### src/rtl/mem_pkg.sv
// Shared encodings for the memory stage: load types, branch conditions and
// the access FSM state codes.
package mem_pkg;

  localparam logic [2:0] LS_LW  = 3'd0;
  localparam logic [2:0] LS_LB  = 3'd1;
  localparam logic [2:0] LS_LBU = 3'd2;
  localparam logic [2:0] LS_LH  = 3'd3;
  localparam logic [2:0] LS_LHU = 3'd4;

  localparam logic [2:0] BC_NEVER  = 3'd0;
  localparam logic [2:0] BC_EQ     = 3'd1;
  localparam logic [2:0] BC_NE     = 3'd2;
  localparam logic [2:0] BC_LT     = 3'd3;
  localparam logic [2:0] BC_GE     = 3'd4;
  localparam logic [2:0] BC_LE     = 3'd5;
  localparam logic [2:0] BC_GT     = 3'd6;
  localparam logic [2:0] BC_ALWAYS = 3'd7;

  typedef logic [1:0] state_t;
  localparam state_t ST_IDLE = 2'd0;
  localparam state_t ST_BUSY = 2'd1;
  localparam state_t ST_DONE = 2'd2;

endpackage

### src/rtl/load_formatter.sv
// Extracts and extends the addressed byte/half of a little-endian read word.
// Purely combinational so the WB forwarding path can share it.
module load_formatter
  import mem_pkg::*;
(
  input  logic [31:0] rdata,
  input  logic [1:0]  addr_lo,
  input  logic [2:0]  load_sel,
  output logic [31:0] result
);

  logic [7:0]  byte_v;
  logic [15:0] half_v;

  always_comb begin
    byte_v = rdata[7:0];
    case (addr_lo)
      2'd0:    byte_v = rdata[7:0];
      2'd1:    byte_v = rdata[15:8];
      2'd2:    byte_v = rdata[23:16];
      default: byte_v = rdata[31:24];
    endcase
    half_v = addr_lo[1] ? rdata[31:16] : rdata[15:0];
  end

  always_comb begin
    result = rdata;
    case (load_sel)
      LS_LB:   result = {{24{byte_v[7]}}, byte_v};
      LS_LBU:  result = {24'd0, byte_v};
      LS_LH:   result = {{16{half_v[15]}}, half_v};
      LS_LHU:  result = {16'd0, half_v};
      default: result = rdata;
    endcase
  end

endmodule

### src/rtl/mem_access_stage.sv
// Memory stage: runs one req/ack data-bus transfer per load/store, stalls the
// pipeline while it is outstanding, and resolves the EX/MEM conditional branch.
module mem_access_stage
  import mem_pkg::*;
#(
  parameter int ADDR_W = 32
) (
  input  logic              clk,
  input  logic              reset,
  input  logic              mem_nop,
  input  logic              exmem_mem_r,
  input  logic              exmem_mem_w,
  input  logic [31:0]       exmem_alu_res,
  input  logic [31:0]       exmem_aligned_rt_data,
  input  logic [3:0]        mem_byte_w_en,
  input  logic [2:0]        exmem_load_sel,
  input  logic              exmem_branch,
  input  logic [2:0]        exmem_condition,
  input  logic              exmem_lf,
  input  logic              exmem_zf,
  input  logic [31:0]       exmem_target,
  output logic              dbus_req,
  output logic              dbus_we,
  output logic [ADDR_W-1:0] dbus_addr,
  output logic [31:0]       dbus_wdata,
  output logic [3:0]        dbus_be,
  input  logic              dbus_ack,
  input  logic              dbus_err,
  input  logic [31:0]       dbus_rdata,
  output logic              mem_stall,
  output logic [31:0]       mem_load_data,
  output logic              mem_load_valid,
  output logic              branch_taken,
  output logic [31:0]       branch_target,
  output logic              mem_addr_err,
  output logic              mem_bus_err
);

  state_t            state_q, state_d;
  logic [ADDR_W-1:0] addr_q, addr_d;
  logic              we_q, we_d;
  logic              rd_q, rd_d;
  logic [31:0]       wdata_q, wdata_d;
  logic [3:0]        be_q, be_d;
  logic [2:0]        sel_q, sel_d;
  logic [1:0]        lane_q, lane_d;
  logic [31:0]       load_data_q, load_data_d;
  logic              bus_err_q, bus_err_d;

  logic              is_word, is_half, misaligned, access_req;
  logic [31:0]       fmt_result;
  logic              cond_ok;

  // Encodings 5-7 fall back to a full-word load, so they need word alignment.
  always_comb begin
    is_half    = (exmem_load_sel == LS_LH) || (exmem_load_sel == LS_LHU);
    is_word    = !is_half && (exmem_load_sel != LS_LB) && (exmem_load_sel != LS_LBU);
    misaligned = !mem_nop && exmem_mem_r &&
                 ((is_word && (exmem_alu_res[1:0] != 2'b00)) || (is_half && exmem_alu_res[0]));
    access_req = !mem_nop && (exmem_mem_r || exmem_mem_w) && !misaligned;
  end

  load_formatter u_fmt (
    .rdata    (dbus_rdata),
    .addr_lo  (lane_q),
    .load_sel (sel_q),
    .result   (fmt_result)
  );

  always_comb begin
    state_d     = state_q;
    addr_d      = addr_q;
    we_d        = we_q;
    rd_d        = rd_q;
    wdata_d     = wdata_q;
    be_d        = be_q;
    sel_d       = sel_q;
    lane_d      = lane_q;
    load_data_d = load_data_q;
    bus_err_d   = bus_err_q;
    case (state_q)
      ST_IDLE: begin
        if (access_req) begin
          addr_d  = {exmem_alu_res[ADDR_W-1:2], 2'b00};
          lane_d  = exmem_alu_res[1:0];
          we_d    = exmem_mem_w;
          rd_d    = exmem_mem_r;
          wdata_d = exmem_aligned_rt_data;
          be_d    = mem_byte_w_en;
          sel_d   = exmem_load_sel;
          state_d = ST_BUSY;
        end
      end
      ST_BUSY: begin
        if (dbus_ack) begin
          load_data_d = fmt_result;
          bus_err_d   = dbus_err;
          state_d     = ST_DONE;
        end
      end
      ST_DONE: state_d = ST_IDLE;
      default: state_d = ST_IDLE;
    endcase
  end

  always_ff @(posedge clk) begin
    if (reset) begin
      state_q     <= ST_IDLE;
      addr_q      <= '0;
      we_q        <= 1'b0;
      rd_q        <= 1'b0;
      wdata_q     <= '0;
      be_q        <= '0;
      sel_q       <= '0;
      lane_q      <= '0;
      load_data_q <= '0;
      bus_err_q   <= 1'b0;
    end else begin
      state_q     <= state_d;
      addr_q      <= addr_d;
      we_q        <= we_d;
      rd_q        <= rd_d;
      wdata_q     <= wdata_d;
      be_q        <= be_d;
      sel_q       <= sel_d;
      lane_q      <= lane_d;
      load_data_q <= load_data_d;
      bus_err_q   <= bus_err_d;
    end
  end

  always_comb begin
    dbus_req       = (state_q == ST_BUSY);
    dbus_we        = dbus_req && we_q;
    dbus_addr      = addr_q;
    dbus_wdata     = wdata_q;
    dbus_be        = be_q;
    mem_stall      = dbus_req || ((state_q == ST_IDLE) && access_req);
    mem_load_data  = load_data_q;
    mem_load_valid = (state_q == ST_DONE) && rd_q;
    mem_bus_err    = (state_q == ST_DONE) && bus_err_q;
    mem_addr_err   = misaligned;
  end

  always_comb begin
    cond_ok = 1'b0;
    case (exmem_condition)
      BC_NEVER:  cond_ok = 1'b0;
      BC_EQ:     cond_ok = exmem_zf;
      BC_NE:     cond_ok = !exmem_zf;
      BC_LT:     cond_ok = exmem_lf;
      BC_GE:     cond_ok = !exmem_lf;
      BC_LE:     cond_ok = exmem_lf || exmem_zf;
      BC_GT:     cond_ok = !exmem_lf && !exmem_zf;
      BC_ALWAYS: cond_ok = 1'b1;
      default:   cond_ok = 1'b0;
    endcase
    branch_taken  = exmem_branch && !mem_nop && cond_ok;
    branch_target = exmem_target;
  end

endmodule

### config.mk
export PLATFORM = sky130hd
export DESIGN_NAME = mem_access_stage
export DESIGN_NICKNAME = d
export VERILOG_FILES = /design/src/rtl/mem_pkg.sv /design/src/rtl/load_formatter.sv /design/src/rtl/mem_access_stage.sv
export SDC_FILE = /design/constraint.sdc
export NUM_CORES = 1
export LEC_CHECK = 0
export CAP_MARGIN = 20
export CORE_UTILIZATION = 37
export DETAILED_ROUTE_END_ITERATION = 8
export GPL_ROUTABILITY_DRIVEN = 0
export PLACE_DENSITY = 0.8
export REMOVE_ABC_BUFFERS = 1
export SLEW_MARGIN = 20
export SYNTH_ARGS = -nofsm -noshare
export SYNTH_HDL_FRONTEND = slang
export SYNTH_SLANG_ARGS = --single-unit
### constraint.sdc
create_clock -name clk -period 2.1 [get_ports clk]
set_input_delay 0.21 -clock clk [delete_from_list [all_inputs] [get_ports clk]]
set_output_delay 0.21 -clock clk [all_outputs]
set_load 0.01 [all_outputs]
== Word-level counts from Yosys, hierarchy flattened ==
Index checks and enable logic that the tools add are counted.
Word-level totals
  register bits after elaboration: 108
  logic and storage cells: 70
Cells by class
  eq/ne operators: 21
  muxes and demuxes: 7
  reductions and logical operators: 32
Operators with widths (count)
  $pmux W32 S4: 1
  $pmux W8 S3: 1
  $eq A3 B3 Y1 const B: 6
  $mux W16: 1
  $eq A3 B2 Y1 const B: 5
  $logic_and A1 B1 Y1: 15
  $pmux W1 S8: 1
  $eq A3 B1 Y1 const B: 2
  $reduce_and A2 Y1: 3
  $logic_not A1 Y1: 5
  $logic_or A1 B1 Y1: 5
  $eq A2 B1 Y1 const B: 2
  $eq A2 B2 Y1 const B: 2
  $logic_not A2 Y1: 2
  $mux W2: 2
  $pmux W2 S2: 1
  $logic_not A3 Y1: 1
  $ne A3 B1 Y1 const B: 1
  $ne A3 B2 Y1 const B: 1
  $ne A2 B1 Y1 const B: 1
  $ne A2 B2 Y1 const B: 1
  $reduce_bool A2 Y1: 1

== Depth between registers and ports, before layout ==
Gate-level depths: netlist (run 1).
  word-level depth: 12
  gate-level depth with buffers: 7

== Cells and area by module ==
From an unflattened synthesis (run 1), not the netlist that was laid out.
Unflattened totals
  cells, all modules: 703
  area, all modules: 6125.9 µm²
By module, submodules not included
  mem_access_stage: instances 1, cells each 521, area an instance 4849.7 µm²
  load_formatter: instances 1, cells each 182, area an instance 1276.2 µm²

== Worst setup path before layout (run 1) ==
No wires, ideal clock.
  kind: flip-flop to flip-flop
  start: register lane_q[0]
  end: register load_data_q[25], in the netlist mem_load_data[25]
  setup time: 0.134 ns
  data arrival time: 1.539 ns
  path slack: 0.427 ns
  cell stages (with the launch flop): 7
  buffers on the path: 2
  clock period less this slack: 1.673 ns
  cell sequence: dfxtp_1 buf_6 nor2_2 mux4_2 a31oi_4 buf_6 a211oi_1
Between the ends
  cells in the longest elaborated chain, start to end: 3
RTL lines
  start: declaration: RTL line mem_access_stage.sv:46  | logic [1:0] lane_q, lane_d;
  start signal: assignment: RTL line mem_access_stage.sv:126  | lane_q <= lane_d;
  $eq A2 B2 Y1 (tied with other cells): RTL line load_formatter.sv:17  | case (addr_lo)
  $pmux W8 S3 *: RTL line load_formatter.sv:17
  $pmux W32 S4 *: RTL line load_formatter.sv:28  | case (load_sel)
  end signal: assignment: RTL line mem_access_stage.sv:127  | load_data_q <= load_data_d;
  end: declaration: RTL line mem_access_stage.sv:47  | logic [31:0] load_data_q, load_data_d;
Mark *: on every way between the ends. The rest lies on a longest branch, timed or not.
A chain may end at the register's enable or synchronous reset.

== Worst setup path in the final report (run 1) ==
  start: input port exmem_load_sel[0]
  end: output port mem_stall
Between the ends
  cells in the longest elaborated chain, start to end: 12
RTL lines
  start: declaration: RTL line mem_access_stage.sv:16  | input logic [2:0] exmem_load_sel,
  $eq A3 B2 Y1 / $eq A3 B3 Y1 (equally long branches): RTL line mem_access_stage.sv:56  | is_half = (exmem_load_sel == LS_LH) || (exmem_load_sel == LS_LHU);
  $logic_or A1 B1 Y1: RTL line mem_access_stage.sv:56
  $logic_not A1 Y1: RTL line mem_access_stage.sv:57  | is_word = !is_half && (exmem_load_sel != LS_LB) && (exmem_load_sel != LS_LBU);
  $logic_and A1 B1 Y1 (2 in series): RTL line mem_access_stage.sv:57
  $logic_and A1 B1 Y1: RTL line mem_access_stage.sv:59  | ((is_word && (exmem_alu_res[1:0] != 2'b00)) || (is_half && exmem_alu_res[0]));
  $logic_or A1 B1 Y1 *: RTL line mem_access_stage.sv:59
  $logic_and A1 B1 Y1 *: RTL line mem_access_stage.sv:58  | misaligned = !mem_nop && exmem_mem_r &&
  $logic_not A1 Y1 *: RTL line mem_access_stage.sv:60  | access_req = !mem_nop && (exmem_mem_r || exmem_mem_w) && !misaligned;
  $logic_and A1 B1 Y1 *: RTL line mem_access_stage.sv:60
  $logic_and A1 B1 Y1 *: RTL line mem_access_stage.sv:138  | mem_stall = dbus_req || ((state_q == ST_IDLE) && access_req);
  $logic_or A1 B1 Y1 *: RTL line mem_access_stage.sv:138
  end: declaration: RTL line mem_access_stage.sv:30  | output logic mem_stall,
Marks and branches as above.

==> results of run 1 <==
==> sequential cells by signal, indices dropped and copies added, names as in the netlist, 2 cells and up <==
register	cells
dbus_be	4
dbus_addr	30
sel_q	3
dbus_wdata	32
lane_q	2
mem_load_data	32
state_q	2
==> per-stage QoR <==
stage	hold WS (ns)	TNS [ns]	utilization, %	instance area, um2	power [W]
after floorplan	0.279	-85.69	-	4170	0.00266
after global placement	0.420	-4.00	55.9	6770	0.00326
after detailed placement	0.420	-6.94	55.9	6770	0.00329
after CTS	0.143	0	58.0	7030	0.00480
after global routing	0.163	0	58.1	7030	0.00497
final	0.162	0	58.1	7030	0.00474
==> layer usage <==
metal / vias up / wire (um)
li1: 2217 / -
met1: 2116 / 5860
met2: 258 / 6890
met3: 19 / 1630
met4: 2 / 237
met5: - / 60
==> layout make-up <==
type | count | area [um2] | share of cell area, %
timing repair buffer | 238 | 2380 | 33.9
clock buffer | 10 | 229 | 3.26
multi-input combinational | 379 | 2010 | 28.6
inverter | 2 | 7.51 | 0.107
tap | 168 | 210 | 2.99
sequential | 108 | 2160 | 30.7
clock inverter | 5 | 30.0 | 0.427
==> how the worst max path moves through the flow <==
| stage | from | end | slack [ns] | depth (start not counted) |
|---|---|---|---|---|
| 2_1_floorplan | exmem_load_sel[1] | mem_stall | -1.31 | 4 |
| 4_1_cts | exmem_load_sel[0] | mem_addr_err | 0.02 | 6 |
| 6_report | exmem_load_sel[0] | mem_stall | 0.14 | 7 |
| 5_1_grt | state_q[0] | dbus_we | 0.009 | 3 |
| 3_5_place_dp | exmem_load_sel[0] | dbus_wdata[12] | -0.16 | 8 |
| 3_3_place_gp | exmem_load_sel[0] | mem_stall | -0.09 | 6 |
==> cell families after synthesis <==
group | count (synthesis) | synth area share [%]
AO/OA/AOI/OAI | 138 | 18.3
flip-flops | 108 | 46.6
other | 1 | 0.0808
buffers and inverters | 71 | 10.5
XOR/XNOR | 1 | 0.351
AND/OR/NAND/NOR | 228 | 19.6
multiplexers | 10 | 4.61
==> cells in the final DEF, fill, tap and decap left out, types with 2 or more instances in the layout <==
cell | synthesis | layout
sky130_fd_sc_hd__nand2_1 | 179 | 179
sky130_fd_sc_hd__buf_12 | 0 | 4
sky130_fd_sc_hd__o22ai_1 | 7 | 7
sky130_fd_sc_hd__a211oi_1 | 25 | 25
sky130_fd_sc_hd__and2_1 | 2 | 2
sky130_fd_sc_hd__a21oi_1 | 77 | 77
sky130_fd_sc_hd__and3b_1 | 2 | 2
sky130_fd_sc_hd__clkinv_2 | 0 | 3
sky130_fd_sc_hd__conb_1 | 1 | 2
sky130_fd_sc_hd__a221oi_1 | 2 | 2
sky130_fd_sc_hd__a222oi_1 | 7 | 7
sky130_fd_sc_hd__nor2_1 | 31 | 31
sky130_fd_sc_hd__buf_4 | 35 | 15
sky130_fd_sc_hd__nor2b_1 | 3 | 3
sky130_fd_sc_hd__nand2b_1 | 4 | 4
sky130_fd_sc_hd__mux4_2 | 9 | 9
sky130_fd_sc_hd__dfxtp_1 | 108 | 108
sky130_fd_sc_hd__clkdlybuf4s50_1 | 0 | 216
sky130_fd_sc_hd__clkinvlp_4 | 0 | 2
sky130_fd_sc_hd__clkbuf_16 | 0 | 9
sky130_fd_sc_hd__dlygate4sd2_1 | 0 | 2
sky130_fd_sc_hd__o21ai_0 | 9 | 9
sky130_fd_sc_hd__inv_1 | 2 | 2
==> worst max-delay path, cell delays in order <==
cell and delay, ns:
sky130_fd_sc_hd__clkdlybuf4s50_1 0.45, sky130_fd_sc_hd__or3b_1 0.40, sky130_fd_sc_hd__a21oi_2 0.16, sky130_fd_sc_hd__buf_4 0.14, sky130_fd_sc_hd__o21ai_4 0.05, sky130_fd_sc_hd__nand2b_1 0.06, sky130_fd_sc_hd__dlygate4sd2_1 0.27
==> what timing repair did <==
| action | in CTS | in global routing |
|---|---|---|
| setup endpoints to repair | 3 | 1 |
| hold endpoints to repair | 0 | 0 |
| resized for setup | 2 | 1 |
| pin swaps | 1 | 0 |
| gates cloned | 0 | 0 |
| buffers inserted | 1 | 0 |
==> where the power goes <==
group          switching [W]  total, W  internal [W]
combinational       0.000454   0.00101      0.000558
sequential         0.0000683   0.00223       0.00217
clock               0.000706   0.00150      0.000791
total                0.00123   0.00474       0.00351
==> metrics.csv, run 1 <==
stage,metric,value,unit
critical_path,maximum net fanout on the critical path,4,
floorplanning,Horiz. Die Dim,114,um
drt,final routed wire length divided by cell count,16.1,um
critical_path,Setup CP Type,input pin to output pin,
floorplanning,effective utilization at floorplan,38.3,%
critical_path,endpoint of the most critical register-to-register path,mem_load_data[17],
worst_hold_path,beginning of the worst hold path,reset,
pwr,power density of the placed cells,675,mW/mm2
timing,worst clock skew,0.00458,ns
place,# placed instances,894,
global_route,maximum number of pins on one net before global-route repair,90,
synth,Post-synth top flop,sky130_fd_sc_hd__dfxtp_1,
synth,top cell types by occurrence after synthesis,"sky130_fd_sc_hd__nand2_1 (179), sky130_fd_sc_hd__dfxtp_1 (108), sky130_fd_sc_hd__a21oi_1 (77), sky130_fd_sc_hd__buf_4 (35), sky130_fd_sc_hd__nor2_1 (31)",
synth,leading post-synthesis cells by cell area,"sky130_fd_sc_hd__dfxtp_1 (47%), sky130_fd_sc_hd__nand2_1 (14%), sky130_fd_sc_hd__a21oi_1 (8.3%), sky130_fd_sc_hd__buf_4 (5.7%), sky130_fd_sc_hd__mux4_2 (4.4%)",
drt,overall routed net length,14700,um
status,outcome,"finished, final reports clean",
place,detailed placement HPWL,11200,um
flow_run,max-cap violations,0,
clocking,worst-case clock buffer depth,2,
synth,count of cell types in the netlist,39,
floorplanning,die area,0.0130,mm2
clocking,clock sink count,108,
timing,number of max-slew violations in the final report,0,
critical_path,endpoint type of the worst setup path,output pin,
clocking,clock-pin slew of the registers on the worst-case setup and hold paths,0.07,ns
final_layout,final-stage net count,886,
drt,post-route ant nets,0,
timing,final setup fails,0,
drt,Initial DRT Pass Iterations,5,
global_route,first-pass GRT wire length,22800,um
global_route,global-route track usage on met3,9.40,%
final_layout,area delta synth->final,51.5,%
timing,worst max-slew margin expressed relative to the limit,51.0,%
worst_hold_path,endpoint with the worst hold slack,sel_q[1],
synth,sequential fraction of the synthesis area,46.6,%
synth,biggest area consumer among synthesized cells,sky130_fd_sc_hd__dfxtp_1,
timing,share of the clock period used by the worst path,93.3,%
drt,number of DRC violations after detailed-routing iteration 0,330,
synth,most common cell in the netlist,sky130_fd_sc_hd__nand2_1,
pwr,worst IR drop on VDD,0.318,mV
place,post-placement worst setup slack,-0.156,ns
synth,post-synthesis sequential element count,108,
global_route,grt met1 use,25.1,%
timing,setup slack of the critical path after layout,0.140,ns
pwr,leakage power,2.52,nW
clocking,hold_buf cts,0,
synth,number of enable flip-flop cells after synthesis,0,
drt,via density per instance,5.07,
timing,peak clock frequency supported by timing,510,MHz
critical_path,worst-case reg-to-reg path depth,5,
timing,Worst Max-Slew Pin Slew,0.734,ns
global_route,most congested layer reported by global routing,met2,
final_layout,antenna diode instance count,0,
critical_path,Worst Setup Start Kind,input pin,
timing,unrepaired setup endpoints after global routing,no,
critical_path,critical register-to-register path startpoint,state_q[0],
synth,post-synthesis cell count,557,
clocking,clock tree from TritonCTS,yes,
worst_hold_path,classification of the worst-slack hold path,input pin to flop,
final_layout,fill count,1074,
synth,syn avg cell area,8.33,um2
critical_path,Crit path arrival time,1.75,ns
drt,via count of the routed design,4612,
floorplanning,placeable core region,0.0121,mm2
timing,hold violation count in the final report,0,
synth,share of Yosys cell area claimed by the top area cell type,46.6,%
place,port bufs,220,
floorplanning,I/O pin count,287,
global_route,GRT Overall Usage,22.5,%
clocking,cell chosen for the clock root,sky130_fd_sc_hd__clkbuf_16,
final_layout,Finished Layout Cells,910,
global_route,met2 usage,37.9,%
floorplanning,number of placement rows,40,
floorplanning,die outline height,114,um
worst_hold_path,Worst Hold Depth,2,
synth,synthesized area,0.00464,mm2
global_route,via count of the first global-routing pass,4606,
critical_path,slack of the worst reg-to-reg path,0.33,ns
critical_path,Critical Path RT,1.89,ns
clocking,clock insertion delay at the later pin of the skew report,0.34,ns
timing,final worst path period need,1.96,ns
global_route,number of antenna violations at the first check in global routing,0,
global_route,leftover overflow at the end of global routing,0,
synth,Yosys warning count,0,
clocking,number of buffers added by the clock tree synthesis step,9,
clocking,deepest level of the CTS H-tree,3,
synth,async set-reset flop share out of synthesis,0,%
final_layout,layout cells sized above 1,6.87,%
drt,Residual DRC,0,
No activity file was read; power rests on OpenSTA's default activity.
==> run 2: changes to the inputs <==
CORE_AREA = 2 2 113 115   (was unset)
CORE_UTILIZATION = unset   (was 37)
DIE_AREA = 0 0 115 117   (was unset)
DONT_BUFFER_PORTS = 1   (was unset)
GPL_TIMING_DRIVEN = 0   (was unset)
PLACE_DENSITY = 0.65   (was 0.8)
SYNTH_HIERARCHICAL = 1   (was unset)
==> run 2 against run 1 <==
  * Clock power rose by 3%
  * Flip-flop and latch count did not move
  * Count of clock-buffer cells in the layout up 1
  * Design area fell by 12%
  * Via count is 0.17% higher
  * Sequential power grew 6%
  * Setup slack better by 0.044 ns
  * Clock skew is 0.00088 ns lower
  * Sequential share of layout area grew 4.3 points
  * Combinational power shrank 31%
  * Fmax is 2.3% higher
  * Register-to-register slack lost 0.15 ns
==> metrics.csv, run 2 <==
stage,metric,value,unit
timing,hold violation count in the final report,0,
final_layout,layout cells sized above 1,6.40,%
clocking,deepest level of the CTS H-tree,3,
timing,worst max-slew margin expressed relative to the limit,54.4,%
synth,Yosys warning count,6,
synth,synthesized area,0.00613,mm2
drt,overall routed net length,15100,um
status,outcome,"finished, final reports clean",
timing,share of the clock period used by the worst path,91.2,%
critical_path,Worst Setup Start Kind,flop,
floorplanning,die area,0.0135,mm2
timing,peak clock frequency supported by timing,522,MHz
flow_run,max-cap violations,0,
synth,number of enable flip-flop cells after synthesis,0,
worst_hold_path,beginning of the worst hold path,exmem_alu_res[6],
synth,post-synthesis cell count,703,
pwr,Final Power,0.00460,W
critical_path,maximum net fanout on the critical path,33,
worst_hold_path,Worst Hold Depth,2,
clocking,cell chosen for the clock root,sky130_fd_sc_hd__clkbuf_16,
timing,Worst Max-Slew Pin Slew,0.684,ns
global_route,first-pass GRT wire length,23000,um
drt,via density per instance,5.84,
synth,async set-reset flop share out of synthesis,0,%
floorplanning,I/O pin count,287,
synth,syn avg cell area,8.71,um2
critical_path,Crit path arrival time,2.19,ns
drt,Residual DRC,0,
worst_hold_path,endpoint with the worst hold slack,dbus_addr[6],
timing,number of max-slew violations in the final report,0,
place,port bufs,0,
final_layout,Finished Layout Cells,791,
synth,Post-synth top flop,sky130_fd_sc_hd__dfxtp_1,
floorplanning,placeable core region,0.0123,mm2
drt,Initial DRT Pass Iterations,5,
drt,post-route ant nets,0,
clocking,worst-case clock buffer depth,2,
worst_hold_path,classification of the worst-slack hold path,input pin to flop,
critical_path,"Largest stage delay, worst path",0.66,ns
clocking,clock sink count,108,
global_route,via count of the first global-routing pass,4427,
synth,count of cell types in the netlist,56,
synth,share of Yosys cell area claimed by the top area cell type,35.3,%
global_route,maximum number of pins on one net before global-route repair,149,
pwr,power density of the placed cells,741,mW/mm2
final_layout,Finished Core Util,50.4,%
synth,most common cell in the netlist,sky130_fd_sc_hd__nand2b_1,
place,# placed instances,767,
synth,post-synthesis sequential element count,108,
final_layout,final-stage net count,785,
critical_path,critical register-to-register path startpoint,state_q[0],
final_layout,antenna diode instance count,0,
synth,biggest area consumer among synthesized cells,sky130_fd_sc_hd__dfxtp_1,
critical_path,slack of the worst reg-to-reg path,0.18,ns
critical_path,Setup CP Type,flop to flop,
synth,leading post-synthesis cells by cell area,"sky130_fd_sc_hd__dfxtp_1 (35%), sky130_fd_sc_hd__nand2b_1 (15%), sky130_fd_sc_hd__mux2i_1 (12%), sky130_fd_sc_hd__nand2_1 (5.0%), sky130_fd_sc_hd__buf_4 (4.5%)",
critical_path,endpoint of the most critical register-to-register path,mem_load_data[30],
synth,sequential fraction of the synthesis area,35.3,%
floorplanning,effective utilization at floorplan,49.8,%
critical_path,endpoint type of the worst setup path,flop,
clocking,number of buffers added by the clock tree synthesis step,9,
critical_path,cell with the largest stage delay on the worst path,sky130_fd_sc_hd__and2_2,
global_route,leftover overflow at the end of global routing,0,
critical_path,cells traversed along the worst timing path,nor2b_1 -> and2_2 -> nand2_1 -> a21oi_1,
clocking,clock-pin slew of the registers on the worst-case setup and hold paths,0.07,ns
floorplanning,number of placement rows,41,
final_layout,area delta synth->final,1.37,%
global_route,number of antenna violations at the first check in global routing,0,
clocking,clock insertion delay at the later pin of the skew report,0.34,ns
clocking,clock tree from TritonCTS,yes,
place,detailed placement HPWL,10800,um
final_layout,most frequent standard cell in the layout excluding fill and tap cells,sky130_fd_sc_hd__nand2b_1,
drt,number of DRC violations after detailed-routing iteration 0,288,
pwr,leakage power,2.23,nW
pwr,worst IR drop on VDD,0.372,mV
final_layout,fill count,1141,
floorplanning,Horiz. Die Dim,115,um
drt,via count of the routed design,4620,
drt,final routed wire length divided by cell count,19.1,um
timing,worst-case hold slack,0.0132,ns
synth,top cell types by occurrence after synthesis,"sky130_fd_sc_hd__nand2b_1 (150), sky130_fd_sc_hd__dfxtp_1 (108), sky130_fd_sc_hd__nand2_1 (81), sky130_fd_sc_hd__mux2i_1 (76), sky130_fd_sc_hd__a21oi_1 (52)",
timing,worst clock skew,0.00370,ns
critical_path,worst-case reg-to-reg path depth,4,
timing,final worst path period need,1.92,ns
floorplanning,die outline height,117,um
global_route,GRT Overall Usage,22.0,%
timing,unrepaired setup endpoints after global routing,no,
timing,final setup fails,0,
final_layout,"commonest cells after routing, fill and taps aside","sky130_fd_sc_hd__nand2b_1 (150), sky130_fd_sc_hd__dfxtp_1 (103), sky130_fd_sc_hd__nand2_1 (80)",
critical_path,Critical Path RT,2.38,ns
## run 2: cell types whose count changed after synthesis, sizes merged, moves of 7 or more
cell,change
a222oi,-7
nor2,-28
mux2i,+76
nand2,-98
o21ai,+22
a211oi,-24
inv,+7
nor2b,+11
a22oi,+15
a21oi,-26
o221ai,+8
nand2b,+146
clkbuf,+18
## run 2: routing by layer
layer	GRT usage, %	up-vias	routed length [um]
met5	0.741	-	0
met4	8.76	0	198
met3	10.2	13	1780
met2	34.4	217	7010
met1	26.3	2170	6150
li1	-	2220	-
## run 2: through the flow
stage | setup TNS (ns) | area [um2] | setup WS [ns]
2_1_floorplan | -263.88 | 5560 | -3.58
3_3_place_gp | -356.85 | 5750 | -4.66
3_5_place_dp | -10.91 | 5820 | -0.513
4_1_cts | 0 | 6170 | 0.0430
5_1_grt | 0 | 6210 | 0.0259
6_report | 0 | 6210 | 0.184
## run 2: power breakdown
group / leakage, nW / total (W) / switching (W) / internal (W)
clock network: 0.126 / 0.00154 / 0.000744 / 0.000800
registers: 0.884 / 0.00236 / 0.000186 / 0.00217
logic: 1.22 / 0.000698 / 0.000331 / 0.000367
total: 2.23 / 0.00460 / 0.00126 / 0.00334
## run 2: area by class of cell
cell class / instances / area, um2 / area share, %
repair buffers: 12 / 168 / 2.70
clock inverters: 4 / 26.3 / 0.423
inverters: 9 / 33.8 / 0.544
multi-input cells: 497 / 3390 / 54.6
clock buffers: 11 / 233 / 3.75
flip-flops and latches: 108 / 2170 / 35.0
well taps: 150 / 188 / 3.02
## run 2: worst max path at each step
stage / cells after the start / slack, ns / startpoint / end
floorplan: 4 / -3.58 / exmem_alu_res[0] / mem_stall
global placement: 4 / -4.66 / exmem_alu_res[0] / dbus_wdata[8]
detailed placement: 6 / -0.51 / lane_q[1] / mem_load_data[22]
CTS: 6 / 0.04 / sel_q[2] / mem_load_data[5]
global route: 4 / 0.03 / state_q[0] / mem_load_data[14]
finish: 4 / 0.18 / state_q[0] / mem_load_data[30]
## run 2: what timing repair did
item                                    in CTS  in global routing
gates cloned                                 0                  0
hold buffers                                 7                  0
endpoints found under the setup margin      33                 32
endpoints found under the hold margin       39                  0
pin swaps                                    0                  0
setup buffers                                0                  2
resized for setup                            7                  4
## run 2: kinds of logic after synthesis
family                 count (synthesis)  share of synthesized area (%)
AO/OA/AOI/OAI                        142                           14.9
buffers and inverters                 99                           9.80
flip-flops                           108                           35.3
multiplexers                          83                           15.1
other                                  1                         0.0612
AND/OR/NAND/NOR                      270                           24.9
## run 2: worst max-delay path: cells and delay by family, from the launching register on
family	cells	cell delay [ns]
compound gates	1	0.15
flops	1	0.37
simple gates	3	1.31
